$ cat config.mk
export PLATFORM = sky130hd
export DESIGN_NAME = fetch_queue
export DESIGN_NICKNAME = d
export VERILOG_FILES = /design/src/rtl/fetch_queue_pkg.sv /design/src/rtl/fetch_queue.sv
export SDC_FILE = /design/constraint.sdc
export NUM_CORES = 1
export LEC_CHECK = 0
export BUFFER_PORTS_ARGS = -buffer_cell sky130_fd_sc_hd__clkbuf_2
export CORE_MARGIN = 2
export CORE_UTILIZATION = 46
export CTS_BUF_LIST = sky130_fd_sc_hd__clkbuf_2
export CTS_CLUSTER_DIAMETER = 30
export CTS_CLUSTER_SIZE = 24
export DETAILED_ROUTE_END_ITERATION = 10
export GPL_ROUTABILITY_DRIVEN = 0
export PLACE_DENSITY_LB_ADDON = 0.25
export SETUP_SLACK_MARGIN = 0.1
export SKIP_LAST_GASP = 1
export SLEW_MARGIN = 30
export SYNTH_ARGS = -nofsm -noshare
export SYNTH_HDL_FRONTEND = slang
export SYNTH_SLANG_ARGS = --single-unit
$ cat constraint.sdc
create_clock -name clk -period 7.63 [get_ports clk]
set_clock_uncertainty 0.05 [all_clocks]
set_input_delay 0 -clock clk [delete_from_list [all_inputs] [get_ports clk]]
set_output_delay 0 -clock clk [all_outputs]
set_load 0.1 [all_outputs]
$ cat src/rtl/fetch_queue_pkg.sv
// fetch_queue_pkg: constants and entry type shared by the fetch queue and
// its users.
//   FQ_ENTRY_WD  : width of one stored entry ({pc, inst})
//   FQ_DEPTH_DEF : default number of queue entries
//   FQ_POP_W_DEF : default number of presentation / pop slots
//   fq_entry_t   : one queue entry, pc in the upper half, inst in the lower
package fetch_queue_pkg;

  localparam int FQ_ENTRY_WD  = 64;
  localparam int FQ_DEPTH_DEF = 8;
  localparam int FQ_POP_W_DEF = 2;

  typedef struct packed {
    logic [31:0] pc;
    logic [31:0] inst;
  } fq_entry_t;

endpackage

$ cat src/rtl/fetch_queue.sv
// fetch_queue: circular instruction fetch queue between fetch and decode.
// One instruction may be pushed per cycle; up to POP_W of the oldest entries
// are presented on the output slots and the consumer takes pop_num of them.
//
// Ports
//   clk          in   single clock, all state updates on the rising edge
//   resetn       in   asynchronous active-low reset
//   flush        in   discard all contents (overrides push and pop)
//   push_valid   in   an instruction is pushed this cycle
//   push_pc      in   PC of the pushed instruction
//   push_inst    in   pushed instruction word
//   full         out  registered, count == DEPTH
//   almost_full  out  registered, count >= DEPTH-1
//   out_valid    out  bit i set when slot i holds a valid entry
//   out_pc       out  PCs of slots 0..POP_W-1, slot 0 oldest
//   out_inst     out  instruction words of slots 0..POP_W-1
//   pop_num      in   number of entries taken this cycle (0..POP_W)
//   overflow     out  sticky, set when a push was dropped; cleared by reset
//
// Configuration macro
//   FETCH_QUEUE_BYPASS_EN : a push into an empty queue is presented on slot 0
//                           in the same cycle; if it is also popped that
//                           cycle it is never written into storage.
module fetch_queue
  import fetch_queue_pkg::*;
#(
  parameter int DEPTH = FQ_DEPTH_DEF,
  parameter int POP_W = FQ_POP_W_DEF
) (
  input  logic                 clk,
  input  logic                 resetn,
  input  logic                 flush,
  input  logic                 push_valid,
  input  logic [31:0]          push_pc,
  input  logic [31:0]          push_inst,
  output logic                 full,
  output logic                 almost_full,
  output logic [POP_W-1:0]     out_valid,
  output logic [32*POP_W-1:0]  out_pc,
  output logic [32*POP_W-1:0]  out_inst,
  input  logic [1:0]           pop_num,
  output logic                 overflow
);

  localparam int            AW      = $clog2(DEPTH);
  localparam logic [AW:0]   DEPTH_C = (AW+1)'(DEPTH);
  localparam logic [AW:0]   POP_MAX = (AW+1)'(POP_W);

`ifdef FETCH_QUEUE_BYPASS_EN
  localparam bit BYPASS = 1'b1;
`else
  localparam bit BYPASS = 1'b0;
`endif

  fq_entry_t     mem [DEPTH];
  logic [AW-1:0] rd_ptr;
  logic [AW-1:0] wr_ptr;
  logic [AW:0]   count;

  logic          byp;
  logic          accept;
  logic          byp_taken;
  logic          store;
  logic [AW:0]   pop_req;
  logic [AW:0]   avail;
  logic [AW:0]   pop_eff;
  logic [AW:0]   pop_mem;
  logic [AW:0]   count_next;

  // Pop and push resolution. A pop request larger than what is available is
  // clamped so the queue can never underflow. In bypass builds an incoming
  // push to an empty queue counts as available for popping; when it is
  // popped immediately it never reaches storage.
  always_comb begin
    pop_req    = ((AW+1)'(pop_num) > POP_MAX) ? POP_MAX : (AW+1)'(pop_num);
    byp        = BYPASS && (count == '0) && push_valid && !flush;
    avail      = count + (AW+1)'(byp);
    pop_eff    = (pop_req > avail) ? avail : pop_req;
    accept     = push_valid && !flush && ((count != DEPTH_C) || (pop_eff != '0));
    byp_taken  = byp && (pop_eff != '0);
    store      = accept && !byp_taken;
    pop_mem    = pop_eff - (AW+1)'(byp_taken);
    count_next = count + (AW+1)'(store) - pop_mem;
  end

  always_ff @(posedge clk or negedge resetn) begin
    if (!resetn) begin
      rd_ptr      <= '0;
      wr_ptr      <= '0;
      count       <= '0;
      full        <= 1'b0;
      almost_full <= 1'b0;
      overflow    <= 1'b0;
    end else if (flush) begin
      // overflow is deliberately kept across a flush: it records a lost
      // instruction, which a redirect does not undo.
      rd_ptr      <= '0;
      wr_ptr      <= '0;
      count       <= '0;
      full        <= 1'b0;
      almost_full <= 1'b0;
    end else begin
      if (store) begin
        wr_ptr <= wr_ptr + AW'(1);
      end
      rd_ptr      <= rd_ptr + pop_mem[AW-1:0];
      count       <= count_next;
      full        <= (count_next == DEPTH_C);
      almost_full <= (count_next >= DEPTH_C - (AW+1)'(1));
      if (push_valid && !accept) begin
        overflow <= 1'b1;
      end
    end
  end

  // Storage needs no reset: it is only ever read through a valid slot.
  always_ff @(posedge clk) begin
    if (store) begin
      mem[wr_ptr] <= '{pc: push_pc, inst: push_inst};
    end
  end

  // Slot data is forced to zero while the slot is invalid so stale storage
  // contents are never visible on the outputs.
  always_comb begin
    out_valid = '0;
    out_pc    = '0;
    out_inst  = '0;
    for (int i = 0; i < POP_W; i++) begin
      if (count > (AW+1)'(i)) begin
        out_valid[i]        = 1'b1;
        out_pc[32*i +: 32]   = mem[rd_ptr + AW'(i)].pc;
        out_inst[32*i +: 32] = mem[rd_ptr + AW'(i)].inst;
      end
    end
    if (byp) begin
      out_valid[0]   = 1'b1;
      out_pc[31:0]   = push_pc;
      out_inst[31:0] = push_inst;
    end
  end

endmodule

## After elaboration in Yosys (flattened, before gate mapping)

Memories as Yosys holds them, arrays and structs flattened.
Index checks and enable logic that the tools add are counted.

- Add/subtract/negate cells: 5
- Order comparisons: 5
- Equal/unequal tests: 2
- Multiplexer cells: 16
- Bitwise logic cells: 1
- Reductions and logical operators: 9

Operator list:

| cell | number |
|---|---|
| 2-to-1 mux 32 bit | 4 |
| 2-to-1 mux 3 bit | 3 |
| greater-than comparator 4 x 1 -> 1 bit (second input constant) | 2 |
| 2-to-1 mux 4 bit | 2 |
| adder 3 x 1 -> 3 bit (second input constant) | 2 |
| 2-to-1 mux 1 bit | 6 |
| adder 4 x 1 -> 4 bit | 1 |
| equality test 4 bit (second input constant) | 1 |
| >= comparator 4 x 3 -> 1 bit (second input constant) | 1 |
| greater-than comparator 2 x 4 -> 1 bit | 1 |
| inequality test 4 bit (second input constant) | 1 |
| nonzero test 4 bit | 1 |
| subtractor 4 bit | 1 |
| adder 3 bit | 1 |
| logical AND 1 bit | 3 |
| greater-than comparator 2 bit (second input constant) | 1 |
| logical NOT 1 bit | 2 |
| 2-to-1 mux 2 bit | 1 |
| AND reduction 2 bit | 1 |
| nonzero test 2 bit | 1 |
| logical OR 1 bit | 1 |
| inverter 1 bit | 1 |

- Register bits after elaboration: 13
- Bits in writable memories: 512
- Input bits: 70
- Output and inout bits: 133
- Word-level logic and storage cells: 45
- Memories kept: 1

Memories:

| name | words | bits a word | rd ports | clocked after memory_dff | write ports | line | RTL |
|---|---|---|---|---|---|---|---|
| mem | 8 | 64 | 2 | 0 | 1 | fetch_queue.sv:55 | `fq_entry_t mem [DEPTH];` |

## Depth between registers and ports, before layout

Gate-level depths: netlist of run 1.

- Word-level depth: 11
- Mapped depth: 14
- Depth with buffers taken out: 13

## Least setup slack after synthesis of run 1

No wires, ideal clock.

- Path type: register to register
- Start point: register count[1]
- End point: memory mem[3][0] in the netlist's numbering, enable pin
- Setup time: 0.644 ns
- Arrival time: 7.691 ns
- Required time: 6.936 ns
- Setup slack: -0.755 ns
- Cell stages (with the launch flop): 8
- Path buffers: 1
- Period minus slack after synthesis: 8.385 ns
- Cell sequence: dfrtp_1 > inv_1 > ha_1 > a21bo_2 > a21o_1 > buf_2 > a211o_2 > nor4_1

- Cells in the longest elaborated chain, start to end: 7
- Elaborated cells between the ends (all ways): 8
- Classes of those cells: 1 x order compare; 1 x eq/ne; 3 x mux; 3 x reduce/logical

Ends and longest elaborated chain:

| element | line | RTL |
|---|---|---|
| from (decl) | fetch_queue.sv:58 | `logic [AW:0] count;` |
| from (signal assigned) | fetch_queue.sv:107 | `count <= count_next;` |
| greater-than comparator 2 x 4 -> 1 bit | fetch_queue.sv:78 | `pop_eff = (pop_req > avail) ? avail : pop_req;` |
| 2-to-1 mux 4 bit | fetch_queue.sv:78 |  |
| nonzero test 4 bit | - |  |
| logical OR 1 bit * | fetch_queue.sv:79 | `accept = push_valid && !flush && ((count != DEPTH_C) \|\| (pop_eff != '0));` |
| logical AND 1 bit * | fetch_queue.sv:79 |  |
| 2-to-1 mux 1 bit * | fetch_queue.sv:118 | `if (store) begin` |
| 2-to-1 mux 1 bit (implied by the code) * | fetch_queue.sv:119 | `mem[wr_ptr] <= '{pc: push_pc, inst: push_inst};` |
| to (decl) | fetch_queue.sv:55 |  |

Every way passes the cells marked *; elsewhere a longest branch is shown, timed or not.

## Worst setup path in the final report of run 1

- Start point: register rd_ptr[2]
- End point: output port out_inst[51]

- Cells in the longest elaborated chain, start to end: 3

Ends and longest elaborated chain:

| element | line | RTL |
|---|---|---|
| from (decl) | fetch_queue.sv:56 | `logic [AW-1:0] rd_ptr;` |
| from (signal assigned) | fetch_queue.sv:106 | `rd_ptr <= rd_ptr + pop_mem[AW-1:0];` |
| adder 3 x 1 -> 3 bit | fetch_queue.sv:133 | `out_inst[32*i +: 32] = mem[rd_ptr + AW'(i)].inst;` |
| memory (8 x 64 bit) | - |  |
| 2-to-1 mux 32 bit | fetch_queue.sv:130 | `if (count > (AW+1)'(i)) begin` |
| to (decl) | fetch_queue.sv:40 | `output logic [32*POP_W-1:0] out_inst,` |

Every way passes these cells.

==> results.sh, run 1 <==
export IMPL_drt_pass1_iterations=7
export IMPL_fin_area_mm2=0.0290
export IMPL_hold_depth=4
export IMPL_hold_path_startpoint="flush"
export IMPL_clock_latency_ps=1090
export IMPL_grt_max_degree=145
export IMPL_final_hold_violation_count=0
export IMPL_vias_per_cell=5.77
export IMPL_h_tree_depth=3
export IMPL_wl_per_cell_um=24.1
export IMPL_antenna_found_initial=6
export IMPL_slew_headroom_pct=36.2
export IMPL_first_global_vias=15000
export IMPL_drt_wl_total_um=59200
export IMPL_drive_above_1_share_pct=39.4
export IMPL_crit_family="buffers and inverters"
export IMPL_muxShareOfSynthArea_pct=26.6
export IMPL_ys_flop_type="edfxtp_1"
export IMPL_ant_nets=0
export IMPL_slowest_delay_ps=1010
export IMPL_track_usage_pct=22.2
export IMPL_overflow=0
export IMPL_synthXorXnorAreaFrac_pct=0.217
export IMPL_fin_crit_sh_pct=67.2
export IMPL_place_hpwl_um=33000
export IMPL_critPathSlowestCell="dfrtp_4"
export IMPL_synth_seq_area_share_pct=64.7
export IMPL_worstSetupPathType="flip-flop to output port"
export IMPL_io_pins=203
export IMPL_syn_cell_area_mm2=0.0243
export IMPL_dieArea_mm2=0.0546
export IMPL_synth_most_common_cell="edfxtp_1"
export IMPL_fp_dieH_um=234
export IMPL_placedCellCount=2111
export IMPL_synth_area_leader_cell="edfxtp_1"
export IMPL_cp_required_ps=7580
export IMPL_tightest_slew_ps=957
export IMPL_synth_compound_area_share_pct=1.85
export IMPL_synth_area_leaders="edfxtp_1, mux4_2, mux2i_1"
export IMPL_synth_fa_ha_area_share_pct=0.835
export IMPL_synth_distinct_cells=38
export IMPL_clk_path_buf_depth=3
export IMPL_ctsResizeCount=0
export IMPL_die_w_um=234
export IMPL_area_growth_pct=19.4
export IMPL_finalMaxSlewViolations=0
export IMPL_synth_area_per_cell_um2=18.9
export IMPL_reg2reg_from="count[1]"
export IMPL_syn_inst=1287
export IMPL_drc=0
export IMPL_yosys_area_share_simple_pct=3.83
export IMPL_worst_hold_slack_ps=231
export IMPL_path_buf_inv=3
export IMPL_cts_buffers=101
export IMPL_port_buffer_count=202
export IMPL_final_cells=2452
export IMPL_timing_final_crit_period_ps=5130
export IMPL_final_util_pct=55.4
export IMPL_reg2reg_to="rd_ptr[1]"
export IMPL_postPlaceCellArea_mm2=0.0261
export IMPL_synth_warnings=0
export IMPL_rows=84
export IMPL_hold_path_class="input pin to flip-flop"
export IMPL_setup_viol=0
export IMPL_cpMostUsedCell="buf_4"
export IMPL_coreArea_mm2=0.0523
export IMPL_synth_edf_count=512
export IMPL_worstSetupEndpointType="output port"
export IMPL_start_kind="flip-flop"
export IMPL_fmax_mhz=195
export IMPL_cts_tree="yes"
export IMPL_reg2reg_slack_ps=3940
export IMPL_vias=14100
export IMPL_synth_top_area_share_pct=63.3
export IMPL_rsz0062_at_grt="no"
export IMPL_grt_pass1_wl_um=88700
export IMPL_rr_worst_depth=11
export IMPL_crit_chain="buf_4 > xor2_4 > buf_4 > nand2_1 > a21oi_1 > clkbuf_2"
export IMPL_nNetsFinal=1756
export IMPL_synth_async_reset_ratio_pct=2.48
export IMPL_fillers=4214
export IMPL_clkTransAtPathRegs_ps=160
export IMPL_synth_top_family_by_area="multiplexers"
export IMPL_crit_arrival_ps=5080
export IMPL_ys_ff_latch=525
export IMPL_maxCapViolations=0
export IMPL_run_status="finished, final reports clean"
export IMPL_start_util_pct=46.4
export IMPL_postCtsHoldBufs=144
export IMPL_hold_end="mem[2][27]"
export IMPL_drt_initial_drc_count=1127
export IMPL_critPathMaxFanout=46
export IMPL_clock_sinks=525
export IMPL_cts_root_buffer="clkbuf_2"
export IMPL_synth_common_cells="edfxtp_1, mux4_2, nand2_1"
export IMPL_synth_nets=1372
export IMPL_cts_setup_buffers=0
how the worst max path moves through the flow:
stage,startpoint,to,slack (ps),cells after the start
6_report,rd_ptr[2],out_inst[51],2500,6
5_1_grt,rd_ptr[2],out_inst[51],2180,6
4_1_cts,rd_ptr[2],out_inst[51],2270,6
3_5_place_dp,rd_ptr[2],out_inst[51],3600,6
3_3_place_gp,rd_ptr[0],out_pc[35],3600,6
2_1_floorplan,count[1],mem[3][0],-760,7
routing by layer:
layer	GRT usage [%]	share of wire, %
met5	0	0.022
met4	8.45	2.6
met3	5.37	7.2
met2	36.7	50
met1	28.7	40
worst register-to-register path, delay by kind of cell (launching register included):
kind / cells / cell delay [ps]
buffers and inverters: 4 / 1320
AND/OR/NAND/NOR: 1 / 40
AO/OA/AOI/OAI: 2 / 460
flip-flops: 1 / 470
multiplexers: 1 / 280
adder cells (fa/ha/maj): 3 / 970
layout make-up:
class / count / area, um2 / share of cell area (%)
Sequential cell: 525 / 15700 / 54.2
Inverter: 15 / 56.3 / 0.194
Tap cell: 688 / 861 / 2.97
Multi-Input combinational cell: 653 / 8190 / 28.3
Clock inverter: 74 / 818 / 2.82
Timing Repair Buffer: 375 / 2750 / 9.48
Antenna cell: 6 / 15.0 / 0.0518
Clock buffer: 116 / 581 / 2.00
metrics by stage:
step | setup slack, ps | TNS, ps
5_1_grt | 2180 | 0
2_1_floorplan | -755 | -193280
4_1_cts | 2270 | 0
3_3_place_gp | 3600 | 0
6_report | 2500 | 0
3_5_place_dp | 3600 | 0
kinds of logic (layout without fill, tap and decap cells):
family | count (synthesis) | after routing
compound gates | 79 | 79
xor+xnor | 6 | 6
fa+ha+maj | 15 | 15
buf+inv | 109 | 580
flops | 525 | 525
mux | 324 | 324
other cells | 0 | 6
simple gates | 229 | 229
layout by cell type (no fill, tap or decap), drive strengths merged, types with 4 or more instances in the layout:
cell type,instances
a21oi,69
buf,29
bufinv,15
clkbuf,318
clkinv,39
clkinvlp,9
dfrtp,13
diode,6
dlygate4sd3,144
edfxtp,512
ha,13
inv,26
mux2i,66
mux4,256
nand2,131
nand2b,6
nor2,71
nor2b,5
nor3,5
nor4,4
xnor2,4
registers in the layout, summed over array words and instances (netlist names):
name and flops:
almost_full 1, count 4, full 1, mem 512
overflow 1, rd_ptr 3, wr_ptr 3
Power of run 1 is not shown: default switching activity piles up to over one toggle a cycle in this logic, so the estimate is an artifact.
==> run 2: changes to the inputs <==
==> constraint.sdc (replaced) <==
create_clock -name clk -period 5 [get_ports clk]
set_clock_uncertainty 0.05 [all_clocks]
set_input_delay 0 -clock clk [delete_from_list [all_inputs] [get_ports clk]]
set_output_delay 0 -clock clk [all_outputs]
set_load 0.1 [all_outputs]
==> run 2 against run 1 <==
Compared with the run above: via count up 0.18%; flip-flop and latch count unchanged; wire length up 0.77%; utilization up 0.33 points; clock-buffer cell count up 4; worst hold slack worse by 66 ps.
==> results.sh, run 2 (synthesis gave the netlist of run 1 again) <==
export IMPL_run_status="finished, final reports clean"
export IMPL_path_buf_inv=2
export IMPL_drive_above_1_share_pct=39.7
export IMPL_top_register="mem"
export IMPL_antenna_found_initial=4
export IMPL_overflow=0
export IMPL_fmax_mhz=224
export IMPL_hold_path_class="input pin to flip-flop"
export IMPL_largest_reg_flops=512
export IMPL_clkTransAtPathRegs_ps=170
export IMPL_hold_path_startpoint="flush"
export IMPL_rows=84
export IMPL_cts_root_buffer="clkbuf_2"
export IMPL_cts_buffers=111
export IMPL_setup_viol=0
export IMPL_rsz0062_at_grt="no"
export IMPL_worstSetupPathDepth=6
export IMPL_crit_family="flip-flops"
export IMPL_hold_end="overflow"
export IMPL_ant_nets=0
export IMPL_final_util_pct=55.7
export IMPL_reg2reg_from="count[1]"
export IMPL_worst_hold_slack_ps=166
export IMPL_start_kind="flip-flop"
export IMPL_drt_initial_drc_count=951
export IMPL_rr_worst_depth=13
export IMPL_fillers=4187
export IMPL_port_buffer_count=202
export IMPL_crit_arrival_ps=4420
export IMPL_clk_path_buf_depth=3
export IMPL_cp_required_ps=4950
export IMPL_track_usage_pct=22.3
export IMPL_slowest_delay_ps=980
export IMPL_drt_wl_total_um=59700
export IMPL_cts_tree="yes"
export IMPL_die_w_um=234
export IMPL_nNetsFinal=1771
export IMPL_final_hold_violation_count=0
export IMPL_coreArea_mm2=0.0523
export IMPL_critPathMaxFanout=48
export IMPL_maxCapViolations=0
export IMPL_reg2reg_to="full"
export IMPL_placedCellCount=2118
export IMPL_first_global_vias=14800
export IMPL_timing_final_crit_period_ps=4470
export IMPL_hold_depth=4
export IMPL_h_tree_depth=3
export IMPL_worstSetupEndpointType="output port"
export IMPL_drt_pass1_iterations=5
export IMPL_wl_per_cell_um=24.1
export IMPL_area_growth_pct=20.1
export IMPL_vias_per_cell=5.73
export IMPL_drc=0
export IMPL_tightest_slew_ps=970
export IMPL_final_cell_mix="edfxtp_1, clkbuf_2, mux4_2"
export IMPL_grt_pass1_wl_um=89200
export IMPL_final_common_cell="edfxtp_1"
export IMPL_vias=14200
export IMPL_place_hpwl_um=32800
export IMPL_slew_headroom_pct=35.4
export IMPL_fin_crit_sh_pct=89.3
export IMPL_postCtsHoldBufs=142
export IMPL_crit_chain="ha_4 > buf_4 > mux4_2 > nand2_1 > a21oi_1 > clkbuf_2"
export IMPL_critPathSlowestCell="dfrtp_4"
export IMPL_cts_setup_buffers=0
export IMPL_dieArea_mm2=0.0546
export IMPL_finalMaxSlewViolations=0
export IMPL_clock_sinks=525
export IMPL_worstSetupPathType="flip-flop to output port"
export IMPL_io_pins=203
export IMPL_fp_dieH_um=234
export IMPL_start_util_pct=46.4
export IMPL_ctsResizeCount=0
export IMPL_final_cells=2472
export IMPL_clock_latency_ps=1130
export IMPL_grt_max_degree=118
export IMPL_top_regs="mem x512, count x4"
export IMPL_reg2reg_slack_ps=890
## run 2: how the worst max path moves through the flow
stage,endpoint,start
after CTS,out_pc[58],rd_ptr[0]
after detailed placement,full,count[1]
after global routing,out_inst[63],rd_ptr[0]
after global placement,full,count[1]
final,out_inst[63],rd_ptr[0]
after floorplan,mem[4][0],count[1]
## run 2: metrics by stage
stage / cell area [um2] / TNS (ps) / setup WS [ps]
after floorplan: 24300 / -401030 / -1660
after global placement: 26200 / 0 / 1530
after detailed placement: 26200 / 0 / 1450
after CTS: 29100 / 0 / 283
after global routing: 29100 / 0 / 153
final: 29200 / 0 / 533
## run 2: worst reg2reg max path, stage by stage (launching register included)
cell and delay [ps]:
dfrtp_1 480, inv_1 110, ha_1 310, a21bo_2 240, a21o_1 260, a211oi_2 390
nand2b_1 110, ha_1 290, inv_1 40, ha_1 210, fa_1 480, dlygate4sd3_1 600
or3_1 370, nor3_1 120
## run 2: area by class of cell
type / instances / area, um2 / share of cell area, %
flip-flops and latches: 525 / 15700 / 53.9
multi-input cells: 653 / 8220 / 28.2
repair buffers: 380 / 2820 / 9.68
clock inverters: 86 / 866 / 2.97
well taps: 688 / 861 / 2.95
clock buffers: 120 / 601 / 2.06
inverters: 15 / 56.3 / 0.193
diodes: 5 / 12.5 / 0.0429
## run 2: per-layer routing
metal	vias up	wire, um	GRT usage [%]
met3	73	4080	4.87
li1	6184	-	-
met4	2	1020	6.63
met2	488	30300	38.0
met5	-	13	0
met1	7421	24200	29.0
Power of run 2 is left out for the same reason.
==> run 3: changes to the inputs <==
--- a/config.mk
+++ b/config.mk
@@ -7,13 +7,13 @@
 export LEC_CHECK = 0
 export BUFFER_PORTS_ARGS = -buffer_cell sky130_fd_sc_hd__clkbuf_2
 export CORE_MARGIN = 2
-export CORE_UTILIZATION = 46
+export CORE_UTILIZATION = 52
 export CTS_BUF_LIST = sky130_fd_sc_hd__clkbuf_2
 export CTS_CLUSTER_DIAMETER = 30
 export CTS_CLUSTER_SIZE = 24
 export DETAILED_ROUTE_END_ITERATION = 10
 export GPL_ROUTABILITY_DRIVEN = 0
-export PLACE_DENSITY_LB_ADDON = 0.25
+export PLACE_DENSITY = 0.75
 export SETUP_SLACK_MARGIN = 0.1
 export SKIP_LAST_GASP = 1
 export SLEW_MARGIN = 30
==> run 3 against run 2 <==
Compared with the run above: sequential share of layout area increased by 0.45 points; final area down 0.84%; via count up 1.1%; worst hold slack lost 25 ps; setup slack improved by 83 ps; die area down 11%; non-clock buffer count decreased by 5; critical path depth unchanged; critical path type unchanged; highest routed layer unchanged.
==> results.sh, run 3 (synthesis gave the netlist of run 1 again) <==
export IMPL_critPathMaxFanout=97
export IMPL_postPlaceCellArea_mm2=0.0261
export IMPL_slowest_delay_ps=830
export IMPL_dieArea_mm2=0.0484
export IMPL_clk_path_buf_depth=3
export IMPL_rr_worst_depth=13
export IMPL_ctsResizeCount=0
export IMPL_drive_above_1_share_pct=38.9
export IMPL_tightest_slew_ps=1020
export IMPL_path_buf_inv=3
export IMPL_final_common_cell="edfxtp_1"
export IMPL_postCtsHoldBufs=141
export IMPL_reg2reg_slack_ps=1380
export IMPL_worst_hold_slack_ps=141
export IMPL_run_status="finished, final reports clean"
export IMPL_fin_crit_sh_pct=87.7
export IMPL_overflow=0
export IMPL_crit_chain="buf_12 > buf_16 > mux4_2 > mux2i_1 > nor2_1 > clkbuf_2"
export IMPL_cts_tree="yes"
export IMPL_fp_dieH_um=220
export IMPL_clkTransAtPathRegs_ps=130
export IMPL_drt_wl_total_um=57700
export IMPL_place_hpwl_um=32400
export IMPL_io_pins=203
export IMPL_cts_root_buffer="clkbuf_2"
export IMPL_multiInputGateArea_mm2=0.00822
export IMPL_hold_depth=5
export IMPL_setup_viol=0
export IMPL_reg2reg_to="full"
export IMPL_top_register="mem"
export IMPL_cp_required_ps=4950
export IMPL_fillers=3284
export IMPL_die_w_um=220
export IMPL_antenna_found_initial=4
export IMPL_vias=14300
export IMPL_cts_buffers=102
export IMPL_fin_area_mm2=0.0289
export IMPL_track_usage_pct=24.4
export IMPL_worstSetupPathType="flip-flop to output port"
export IMPL_clock_latency_ps=1070
export IMPL_grt_max_degree=98
export IMPL_drt_initial_drc_count=1131
export IMPL_nNetsFinal=1757
export IMPL_crit_family="buffers and inverters"
export IMPL_hold_path_class="input pin to flip-flop"
export IMPL_area_growth_pct=19.1
export IMPL_ant_nets=0
export IMPL_port_buffer_count=202
export IMPL_start_kind="flip-flop"
export IMPL_crit_arrival_ps=4330
export IMPL_reg2reg_from="count[1]"
export IMPL_drc=0
export IMPL_clock_sinks=525
export IMPL_tns_ps=0
export IMPL_largest_reg_flops=512
export IMPL_grt_pass1_wl_um=87800
export IMPL_hold_end="wr_ptr[2]"
export IMPL_start_util_pct=52.4
export IMPL_finalMaxSlewViolations=0
export IMPL_top_regs="mem x512, count x4"
export IMPL_coreArea_mm2=0.0464
export IMPL_rows=79
export IMPL_hold_path_startpoint="pop_num[0]"
export IMPL_final_cell_mix="edfxtp_1, clkbuf_2, mux4_2"
export IMPL_h_tree_depth=3
export IMPL_maxCapViolations=0
export IMPL_fmax_mhz=228
export IMPL_timing_final_crit_period_ps=4380
export IMPL_first_global_vias=15100
export IMPL_drt_pass1_iterations=6
export IMPL_final_hold_violation_count=0
export IMPL_wl_per_cell_um=24.4
export IMPL_critPathSlowestCell="dfrtp_4"
export IMPL_final_seq_area_mm2=0.0157
export IMPL_cts_setup_buffers=0
export IMPL_rsz0062_at_grt="no"
export IMPL_slew_headroom_pct=31.7
export IMPL_vias_per_cell=6.05
export IMPL_worstSetupEndpointType="output port"
==> run 3: cell count changes in the layout (fill, tap and decap cells not counted), sizes merged <==
cell         change
buf              -4
bufinv           +4
clkinvlp         -4
clkinv           -3
dlygate4sd3      -1
inv             -14
==> run 3: worst reg2reg max path: cells and delay by family, from the launching register on <==
kind	cells	cell delay, ps
buffers and inverters	2	140
AOI/OAI and AO/OA	3	910
adders and majority gates	4	1270
xor gates and xnor gates	1	170
and+or+nand+nor	3	540
DFF	1	470
==> run 3: layout make-up <==
cell class	instances	share of cell area (%)
Tap cell	607	2.63
Clock buffer	120	2.08
Clock inverter	69	2.71
Multi-Input combinational cell	653	28.4
Antenna cell	5	0.0433
Timing Repair Buffer	375	9.55
Sequential cell	525	54.3
Inverter	15	0.195
==> run 3: stage by stage <==
| stage | instances | utilization (%) | setup WS [ps] |
|---|---|---|---|
| 6_report | 2369 | 62.4 | 616 |
| 5_1_grt | 2368 | 62.4 | 287 |
| 4_1_cts | 2363 | 62.3 | 459 |
| 3_5_place_dp | 2033 | 56.2 | 1430 |
| 3_3_place_gp | 2031 | 56.2 | 1530 |
| 2_1_floorplan | 1287 | - | -1660 |
==> run 3: how the worst max path moves through the flow <==
stage / from / to / depth (start not counted)
final: rd_ptr[0] / out_inst[18] / 6
after global routing: rd_ptr[0] / out_inst[18] / 6
after CTS: rd_ptr[0] / out_pc[62] / 6
after detailed placement: count[1] / full / 13
after global placement: count[1] / full / 13
after floorplan: count[1] / mem[4][0] / 7
==> run 3: per-layer routing <==
layer	routed length, um	global-route usage [%]	up-vias
li1	-	-	6139
met1	22000	31.4	7453
met2	30300	42.7	641
met3	4300	4.87	92
met4	1130	6.55	4
met5	27	0	-
Power of run 3 is left out for the same reason.
